**src/rtl/sound_mixer.sv**
```systemverilog
// Stereo mixer: snapshots four channel samples on a frame strobe, routes them per NR51,
// scales by NR50 and emits one stereo pair with a valid pulse. Option: SOUND_MIXER_OVERRUN_CNT_EN.
module sound_mixer #(
  parameter int SAMPLE_W  = 20,
  parameter int OUT_SHIFT = 5
) (
  input  logic                I_CLK,
  input  logic                I_RESET,
  input  logic                I_STROBE,
  input  logic [SAMPLE_W-1:0] I_CH1_WAVEFORM,
  input  logic [SAMPLE_W-1:0] I_CH2_WAVEFORM,
  input  logic [SAMPLE_W-1:0] I_CH3_WAVEFORM,
  input  logic [SAMPLE_W-1:0] I_CH4_WAVEFORM,
  input  logic [3:0]          I_CH_ON,
  input  logic [7:0]          I_NR50,
  input  logic [7:0]          I_NR51,
  input  logic                I_SOUND_EN,
  output logic [SAMPLE_W-1:0] O_LEFT,
  output logic [SAMPLE_W-1:0] O_RIGHT,
  output logic                O_VALID,
  output logic                O_BUSY,
`ifdef SOUND_MIXER_OVERRUN_CNT_EN
  output logic [7:0]          O_OVERRUN_CNT,
`endif
  output logic                O_OVERRUN
);

  typedef enum logic [1:0] {S_IDLE, S_ACC, S_SCALE, S_OUT} state_t;

  state_t                     r_state, w_next;
  logic [1:0]                 r_idx;
  logic signed [SAMPLE_W-1:0] r_snap_ch [4];
  logic [3:0]                 r_snap_on;
  logic [7:0]                 r_nr51;
  logic [2:0]                 r_vol_l, r_vol_r;
  logic                       r_sound_en;
  logic signed [SAMPLE_W+1:0] r_acc_l, r_acc_r;
  logic [SAMPLE_W-1:0]        r_left, r_right;
  logic                       r_valid;

  logic signed [4:0]          w_gain_l, w_gain_r;
  logic signed [SAMPLE_W+5:0] w_prod_l, w_prod_r;
  logic                       w_unused_bits;
  logic                       w_accept;

  assign w_accept = (r_state == S_IDLE) && I_STROBE;

  // NOTE: sequential state uses non-blocking (<=) so every register samples pre-edge values.
  always_ff @(posedge I_CLK) begin
    if (I_RESET) r_state <= S_IDLE;
    else         r_state <= w_next;
  end

  // NOTE: w_next gets a default first so no path through the case can infer a latch.
  always_comb begin
    w_next = r_state;
    case (r_state)
      S_IDLE:  if (I_STROBE) w_next = S_ACC;
      S_ACC:   if (r_idx == 2'd3) w_next = S_SCALE;
      S_SCALE: w_next = S_OUT;
      S_OUT:   w_next = S_IDLE;
      default: w_next = S_IDLE;
    endcase
  end

  // NOTE: snapshot registers carry no reset; they are always loaded before being read.
  always_ff @(posedge I_CLK) begin
    if (w_accept) begin
      r_snap_ch[0] <= I_CH1_WAVEFORM;
      r_snap_ch[1] <= I_CH2_WAVEFORM;
      r_snap_ch[2] <= I_CH3_WAVEFORM;
      r_snap_ch[3] <= I_CH4_WAVEFORM;
      r_snap_on    <= I_CH_ON;
      r_nr51       <= I_NR51;
      r_vol_l      <= I_NR50[6:4];
      r_vol_r      <= I_NR50[2:0];
      r_sound_en   <= I_SOUND_EN;
    end
  end

  assign w_gain_l = signed'({2'b00, r_vol_l}) + 5'sd1;
  assign w_gain_r = signed'({2'b00, r_vol_r}) + 5'sd1;
  assign w_prod_l = (SAMPLE_W+6)'(r_acc_l) * (SAMPLE_W+6)'(w_gain_l);
  assign w_prod_r = (SAMPLE_W+6)'(r_acc_r) * (SAMPLE_W+6)'(w_gain_r);
  assign w_unused_bits = ^{w_prod_l, w_prod_r, I_NR50[7], I_NR50[3]};

  // The scaled pair is registered on the SCALE->OUT edge so it is visible with O_VALID.
  always_ff @(posedge I_CLK) begin
    if (I_RESET) begin
      r_idx   <= '0;
      r_acc_l <= '0;
      r_acc_r <= '0;
      r_left  <= '0;
      r_right <= '0;
      r_valid <= 1'b0;
    end else begin
      r_valid <= 1'b0;
      case (r_state)
        S_IDLE: if (I_STROBE) begin
          r_idx   <= '0;
          r_acc_l <= '0;
          r_acc_r <= '0;
        end
        S_ACC: begin
          r_idx <= r_idx + 2'd1;
          if (r_snap_on[r_idx] && r_nr51[{1'b1, r_idx}])
            r_acc_l <= r_acc_l + (SAMPLE_W+2)'(r_snap_ch[r_idx]);
          if (r_snap_on[r_idx] && r_nr51[{1'b0, r_idx}])
            r_acc_r <= r_acc_r + (SAMPLE_W+2)'(r_snap_ch[r_idx]);
        end
        S_SCALE: begin
          r_left  <= r_sound_en ? w_prod_l[OUT_SHIFT +: SAMPLE_W] : '0;
          r_right <= r_sound_en ? w_prod_r[OUT_SHIFT +: SAMPLE_W] : '0;
          r_valid <= 1'b1;
        end
        default: ;
      endcase
    end
  end

`ifdef SOUND_MIXER_OVERRUN_CNT_EN
  logic [7:0] r_ovr_cnt;

  always_ff @(posedge I_CLK) begin
    if (I_RESET)
      r_ovr_cnt <= '0;
    else if (I_STROBE && (r_state != S_IDLE) && (r_ovr_cnt != 8'hFF))
      r_ovr_cnt <= r_ovr_cnt + 8'd1;
  end

  assign O_OVERRUN_CNT = r_ovr_cnt;
  assign O_OVERRUN     = |r_ovr_cnt;
`else
  logic r_overrun;

  always_ff @(posedge I_CLK) begin
    if (I_RESET)
      r_overrun <= 1'b0;
    else if (I_STROBE && (r_state != S_IDLE))
      r_overrun <= 1'b1;
  end

  assign O_OVERRUN = r_overrun;
`endif

  assign O_LEFT  = r_left;
  assign O_RIGHT = r_right;
  assign O_VALID = r_valid;
  assign O_BUSY  = (r_state != S_IDLE);

endmodule

```
**config.mk**
```make
export PLATFORM = sky130hd
export DESIGN_NAME = sound_mixer
export DESIGN_NICKNAME = d
export VERILOG_FILES = /design/src/rtl/sound_mixer.sv
export SDC_FILE = /design/constraint.sdc
export NUM_CORES = 1
export LEC_CHECK = 0
export ABC_AREA = 0
export ABC_CLOCK_PERIOD_IN_PS = 5600
export CORE_MARGIN = 4
export CORE_UTILIZATION = 45
export DETAILED_ROUTE_END_ITERATION = 8
export PLACE_DENSITY = 0.66
export SYNTH_ARGS = -nofsm -noshare
export SYNTH_HDL_FRONTEND = slang
export SYNTH_SLANG_ARGS = --single-unit
```
**constraint.sdc**
```tcl
create_clock -name I_CLK -period 5.6 [get_ports I_CLK]
set_input_delay 0.84 -clock I_CLK [delete_from_list [all_inputs] [get_ports I_CLK]]
set_output_delay 0.84 -clock I_CLK [all_outputs]
set_load 0.05 [all_outputs]
```
==> metrics.cfg, run 1 <==
[outcome]
outcome=completed

[pwr]
power_uw=5400
pwr-share-seq=0.359
p_int_uw=3260
ir_worst_vdd_v=0.000299
power.density_nw_per_um2=323
switching_power_uw=2140
clockPowerShare=0.222
comb_power_share=0.420
p_leak_uw=0.00744
switching_share=0.397

[global_routing]
grt_start_max_net_pins=74
grt-ovfl-total=0
antenna_found_initial=0
grt_first_pass_wirelength_mm=51.2
grt.total_usage=0.184
grt_pass1_vias=10300

[job]
cap_viol_max_count=0

[setup_path]
crit_fanout=22
crit_top_cell=ha_1
end_kind=flip-flop
r2r_end=O_LEFT[16]$_SDFFE_PP0P_
reg2reg_slack_ns=0.53
cp_cell_sequence=ha_1, xor2_1, buf_4, and2_1, ha_1, fa_1, inv_1, fa_1, inv_1, ha_1, nand2_1, nor3_1, or3_1, a21o_1, a31oi_1, o21ai_1, a21oi_1, or4b_2, nand3_1
crit_start=r_vol_l[0]$_DFFE_PP_
critPathSlowestCell=or4b_2
cp_slowest_stage_delay_ns=0.63
r2r_start=r_vol_l[0]$_DFFE_PP_
path_class=flip-flop to flip-flop
crit_path_start_kind=flip-flop
critPathRequiredTime_ns=5.98
reg2reg_depth=19
cp_data_arrival_time_ns=5.45

[detailed_routing]
ant_nets=0
drt_iter0_markers=428
first_pass_iters=7
highest_layer=met4
drc=0
wl_mm=30.7
avgRoutedWirePerCell_um=15.6
vias_per_cell=5.14
met1Wirelength_mm=15.3
dr_total_vias=10100
met3WireLength_mm=1.66
wl_met2_mm=13.1

[yosys]
synth_compound_area_frac=0.120
ys.flop_type=edfxtp_1
avgSynthCellArea_sq_um=10.0
syn_inst=1419
async_flop_share=0
syn_nets=1746
ys_warn_count=0
synth-xor-area-share=0.0492
synthSimpleGateAreaFrac=0.153
synth_cell_types=61
synth-seq-area-share=0.338
syn_area_sq_um=14300
synthAdderAreaFrac=0.240
synth-edff-count=99
synth_mux_area_frac=0.0378
synth.ff_latch_count=191
synth_top_family_by_area=adder cells

[clocking]
clkSinkCount=191
cts_tree=done
clock_latency_ns=0.44
root_buffer=clkbuf_16
post_cts_resized=0
ctsHtreeMaxLevel=4
clk_pin_slew_ns=0.08
postCtsSetupBuffers=0
clock_path_buffers=2
cts_hold_buf=0
cts_buffers=17

[sta]
fmax_mhz=197
skew_ns=0.0115
fin_crit_sh=0.905
setup_viol_count_final=0
min_period_ns=5.07
finalSetupTns_ns=0
worstMarginPinSlew_ns=1.15
finalHoldViolCount=0
rsz0062_at_grt=no
drv_slew=0
max_slew_margin=0.232

[hold_path]
hp-class=flip-flop to flip-flop
worstHoldStart=O_LEFT[15]$_SDFFE_PP0P_
hold_depth=2
holdPathEnd=O_LEFT[15]$_SDFFE_PP0P_

[cells_and_area]
n_antenna_cell=0
drive_gt1_frac=0.0498
num-nets-final=1881
area_growth_pct=17.2
final_common_cell=inv_1
mostFrequentLayoutCells=194 x inv_1, 143 x clkdlybuf4s50_1, 139 x ha_1, 128 x and2_1, 99 x edfxtp_1

[die]
die_w_um=186
core_area_sq_um=30900
io_pins=147
die_area_sq_um=34600
initial_utilization=0.461
row_count=64
die_h_um=186

[placement]
dp_hpwl_mm=24.3
gp_congestion=0.879
port_buffers=144

## power by group through the flow
| stage | registers, uW | clock network (uW) | logic, uW |
|---|---|---|---|
| 6_report | 1940 | 1200 | 2270 |
| 5_1_grt | 1970 | 1290 | 2550 |
| 3_5_place_dp | 1970 | 0 | 2280 |
| 4_1_cts | 1940 | 1220 | 2280 |
| 2_1_floorplan | 1950 | 0 | 1670 |
| 3_3_place_gp | 1960 | 0 | 2240 |
## worst max path at each step
stage | to | slack (ns) | cells after the start
6_report | O_LEFT[16]$_SDFFE_PP0P_ | 0.53 | 19
5_1_grt | O_LEFT[17]$_SDFFE_PP0P_ | 0.19 | 19
4_1_cts | O_LEFT[16]$_SDFFE_PP0P_ | 0.53 | 19
3_5_place_dp | O_LEFT[17]$_SDFFE_PP0P_ | 0.56 | 18
3_3_place_gp | O_LEFT[15]$_SDFFE_PP0P_ | 0.60 | 18
2_1_floorplan | O_LEFT[17]$_SDFFE_PP0P_ | 0.85 | 18
## per-stage QoR
| stage | cells | area [sq um] | hold slack [ns] | setup WS (ns) | util |
|---|---|---|---|---|---|
| floorplan | 1419 | 14300 | 0.465 | 0.851 | - |
| global placement | 1931 | 16100 | 0.438 | 0.596 | 0.522 |
| detailed placement | 1931 | 16100 | 0.447 | 0.558 | 0.522 |
| CTS | 1963 | 16700 | 0.466 | 0.531 | 0.540 |
| global route | 1963 | 16700 | 0.487 | 0.186 | 0.540 |
| finish | 1963 | 16700 | 0.459 | 0.534 | 0.540 |
## flip-flops by register name, summed over array words and instances, names as in the netlist, named ones only
name / cells
r_idx: 2
r_vol_l: 3
r_sound_en: 1
r_snap_on: 4
r_acc_l: 22
O_VALID: 1
O_OVERRUN: 1
r_vol_r: 3
r_snap_ch: 80
r_nr51: 8
r_state: 2
O_LEFT: 20
r_acc_r: 22
O_RIGHT: 20
## routing by layer
metal | global-route usage | up-vias
met5 | 0 | -
met4 | 0.0478 | 0
met3 | 0.0393 | 31
met2 | 0.286 | 224
met1 | 0.264 | 4720
li1 | - | 5116
## worst max-delay path: cells and delay by family (launching register included)
| kind | cells | cell delay (ns) |
|---|---|---|
| AOI/OAI and AO/OA | 4 | 0.84 |
| xor gates and xnor gates | 1 | 0.15 |
| adders and majority gates | 5 | 1.94 |
| buffers and inverters | 3 | 0.29 |
| DFF | 1 | 0.41 |
| and+or+nand+nor | 6 | 1.39 |
## cell type report
class,instances,area [sq um]
inverters,194,728
flip-flops and latches,191,4810
fillers,2696,14200
clock inverters,14,135
clock buffers,18,429
well taps,396,495
repair buffers,159,1550
multi-input cells,991,8550
## cells in the mapped netlist (all sizes together) (3+ instances only)
| master | n | area share |
|---|---|---|
| nand4b | 3 | 0.0018 |
| xor2 | 26 | 0.016 |
| o21ai | 35 | 0.012 |
| nand2b | 46 | 0.020 |
| fa | 84 | 0.12 |
| inv | 194 | 0.051 |
| dfxtp | 92 | 0.13 |
| a22o | 5 | 0.0031 |
| a221oi | 3 | 0.0023 |
| a22oi | 44 | 0.023 |
| and2 | 131 | 0.058 |
| xnor2 | 54 | 0.033 |
| o21a | 9 | 0.0047 |
| nand3 | 14 | 0.0049 |
| nor2 | 94 | 0.025 |
| a211oi | 7 | 0.0037 |
| and4 | 3 | 0.0018 |
| a41oi | 4 | 0.0025 |
| nand4 | 3 | 0.0013 |
| nor3 | 16 | 0.0056 |
| ha | 139 | 0.12 |
| a31oi | 7 | 0.0031 |
| clkbuf | 42 | 0.011 |
| o21bai | 7 | 0.0037 |
| or3 | 11 | 0.0048 |
| a21oi | 61 | 0.021 |
| and3 | 5 | 0.0022 |
| o31a | 4 | 0.0025 |
| a21o | 29 | 0.015 |
| o211ai | 7 | 0.0040 |
| edfxtp | 99 | 0.21 |
| a32oi | 5 | 0.0031 |
| nand2 | 70 | 0.018 |
| mux4 | 23 | 0.036 |
| nor2b | 11 | 0.0048 |
## cell families after synthesis
logic type | Yosys count
XOR/XNOR | 80
AND/OR/NAND/NOR | 414
buffers and inverters | 237
AO/OA/AOI/OAI | 249
flip-flops | 191
multiplexers | 25
adder cells (fa/ha/maj) | 223
No activity file was read; power rests on OpenSTA's default activity.
==> inputs of run 2 (changes only) <==
--- a/config.mk
+++ b/config.mk
@@ -7,10 +7,11 @@
 export LEC_CHECK = 0
 export ABC_AREA = 0
 export ABC_CLOCK_PERIOD_IN_PS = 5600
-export CORE_MARGIN = 4
 export CORE_UTILIZATION = 45
+export CTS_BUF_LIST = sky130_fd_sc_hd__clkbuf_8
 export DETAILED_ROUTE_END_ITERATION = 8
 export PLACE_DENSITY = 0.66
+export SLEW_MARGIN = 20
 export SYNTH_ARGS = -nofsm -noshare
 export SYNTH_HDL_FRONTEND = slang
 export SYNTH_SLANG_ARGS = --single-unit
==> run 2 against run 1 <==
Clock-buffer cell count is 1 lower. Critical endpoint unchanged. Routed wire length is 0.74% lower. Utilization is 0.70 points lower. Cell count is 0.20% lower. First-iteration DRC count is 0.93% higher. Maximum frequency is 0.84% lower. Setup slack worse by 0.043 ns. Global-route usage is 1.2 points higher. Largest power group unchanged. Sequential power hardly changed. Critical path depth is 1 lower.
==> metrics.cfg, run 2 (synthesized netlist as in run 1, its figures left out) <==
[setup_path]
r2r_start=r_vol_l[0]$_DFFE_PP_
cp_slowest_stage_delay_ns=0.62  ; about the same
cp_data_arrival_time_ns=5.55  ; +0.10 ns
r2r_end=O_LEFT[16]$_SDFFE_PP0P_
crit_start=r_vol_l[0]$_DFFE_PP_
cp_cell_sequence=buf_4, and3_1, and2_1, ha_1, fa_1, inv_1, fa_1, inv_1, ha_1, nand2_1, nor3_1, or3_1, a21o_1, a31oi_1, o21ai_1, a21oi_1, or4b_2, nand3_1
crit_fanout=23  ; +4.5%
reg2reg_depth=18  ; -1
critPathSlowestCell=or4b_2
reg2reg_slack_ns=0.49  ; -0.04 ns
crit_path_start_kind=flip-flop
critPathRequiredTime_ns=6.04  ; +0.06 ns
end_kind=flip-flop
cp-endpoint=O_LEFT[16]$_SDFFE_PP0P_
path_class=flip-flop to flip-flop

[clocking]
postCtsSetupBuffers=0  ; unchanged
post_cts_resized=0  ; unchanged
clock_latency_ns=0.49  ; +0.05 ns
clk_pin_slew_ns=0.12  ; +0.04 ns
root_buffer=clkbuf_8
ctsHtreeMaxLevel=4  ; unchanged
clkSinkCount=191  ; unchanged
cts_buffers=17  ; unchanged
cts_tree=done
clock_path_buffers=2  ; unchanged
cts_hold_buf=0  ; unchanged

[cells_and_area]
fin_util=0.533  ; -0.00700
final_common_cell=inv_1
largest_register_ffs=80  ; unchanged
top_regs=r_snap_ch x80, r_acc_l x22, r_acc_r x22
area_growth_pct=15.7
mostFrequentLayoutCells=194 x inv_1, 143 x clkdlybuf4s50_1, 139 x ha_1, 128 x and2_1, 99 x edfxtp_1
n_antenna_cell=0  ; unchanged
top_register=r_snap_ch
num-nets-final=1877  ; -0.21%
drive_gt1_frac=0.0480  ; -0.00179

[pwr]
pwr-share-seq=0.379  ; +0.020
ir_worst_vdd_v=0.000218  ; -27%
power_uw=5090  ; -5.7%
p_int_uw=2980  ; -8.4%
comb_power_share=0.446  ; +0.026
switching_share=0.414  ; +0.0171
power.density_nw_per_um2=309  ; -4.4%
clockPowerShare=0.175  ; -0.047
p_leak_uw=0.00734  ; -1.4%
switching_power_uw=2110  ; -1.6%

[global_routing]
grt-ovfl-total=0  ; unchanged
grt.total_usage=0.196  ; +0.0119
grt_use_met3=0.0429  ; +0.00367
busiest_layer=met2
grt_start_max_net_pins=74  ; unchanged
antenna_found_initial=0  ; unchanged
grt_pass1_vias=10200  ; -1.0%
grt_first_pass_wirelength_mm=51.0  ; -0.34%
use_met1=0.275  ; +0.0117
grt.met2_usage=0.296  ; +0.00944

[sta]
drv_slew=0  ; unchanged
finalSetupTns_ns=0  ; unchanged
layout_setup_ws_ns=0.491  ; -0.0432 ns
max_slew_margin=0.220  ; -0.0121
min_period_ns=5.11  ; +0.0432 ns
skew_ns=0.0217  ; +0.0102 ns
worstMarginPinSlew_ns=1.17  ; +0.0180 ns
rsz0062_at_grt=no
setup_viol_count_final=0  ; unchanged
hold_slack_ns=0.467  ; +0.00726 ns
fin_crit_sh=0.912  ; +0.00771
finalHoldViolCount=0  ; unchanged
fmax_mhz=196  ; -0.84%

[die]
die_area_sq_um=32400  ; -6.3%
die_w_um=180  ; -3.2%
die_h_um=180  ; -3.2%
row_count=64  ; unchanged
io_pins=147  ; unchanged
initial_utilization=0.461  ; unchanged
core_area_sq_um=30900  ; unchanged

[detailed_routing]
wl_mm=30.4  ; -0.74%
drc=0  ; unchanged
vias_per_cell=5.17  ; +0.58%
drt_iter0_markers=432  ; +0.93%
dr_total_vias=10100  ; +0.38%
first_pass_iters=4  ; -3
avgRoutedWirePerCell_um=15.5  ; -0.54%
ant_nets=0  ; unchanged

[placement]
port_buffers=144  ; unchanged
detailedPlace.worstSlack_ns=0.463  ; -0.0946 ns
gp_congestion=0.889  ; +1.1%
dp_hpwl_mm=24.0  ; -1.5%

[job]
cap_viol_max_count=0  ; unchanged

[outcome]
outcome=completed

[hold_path]
hold_depth=2  ; unchanged
hp-class=flip-flop to flip-flop

-- run 2: changes by cell type in the layout (fill, tap and decap cells not counted), sizes merged --
cell | before | now
buf | 16 | 12
clkinv | 3 | 6
clkbuf | 18 | 17
clkinvlp | 1 | 0
inv | 204 | 203
-- run 2: critical path, delay by kind of cell (launching register included) --
family	cells	cell delay, ns
compound gates	4	0.75
fa+ha+maj	4	1.63
buf+inv	3	0.33
flops	1	0.38
simple gates	7	1.99
-- run 2: layer usage --
metal,up-vias,part of all wire
li1,5105,-
met5,-,0
met1,4765,0.50
met2,223,0.42
met4,0,0.030
met3,36,0.049
-- run 2: final cells by class --
cell class,instances,area (sq um)
clock buffer,17,234
clock inverter,15,141
fill,2827,14400
inverter,194,728
multi-input combinational,991,8550
sequential,191,4810
tap,396,495
timing repair buffer,155,1520
-- run 2: power by group through the flow --
stage                     Combinational (uW)  Sequential [uW]  Clock, uW
final                                   2270             1930        891
after CTS                               2290             1930        923
after floorplan                         1670             1950          0
after detailed placement                2280             1960          0
after global routing                    2540             1960        970
after global placement                  2240             1950          0
-- run 2: worst min path at each step --
| stage | start | endpoint |
|---|---|---|
| 4_1_cts | O_RIGHT[17]$_SDFFE_PP0P_ | O_RIGHT[17]$_SDFFE_PP0P_ |
| 6_report | O_RIGHT[17]$_SDFFE_PP0P_ | O_RIGHT[17]$_SDFFE_PP0P_ |
| 2_1_floorplan | r_acc_r[0]$_SDFFE_PP0P_ | r_acc_r[0]$_SDFFE_PP0P_ |
| 3_5_place_dp | O_RIGHT[15]$_SDFFE_PP0P_ | O_RIGHT[15]$_SDFFE_PP0P_ |
| 3_3_place_gp | O_RIGHT[18]$_SDFFE_PP0P_ | O_RIGHT[18]$_SDFFE_PP0P_ |
| 5_1_grt | O_RIGHT[15]$_SDFFE_PP0P_ | O_RIGHT[15]$_SDFFE_PP0P_ |
-- run 2: stage by stage --
step                instance area, sq um  cells
floorplan                          14300   1419
global placement                   16100   1927
detailed placement                 16100   1927
CTS                                16500   1959
global route                       16500   1959
finish                             16500   1959
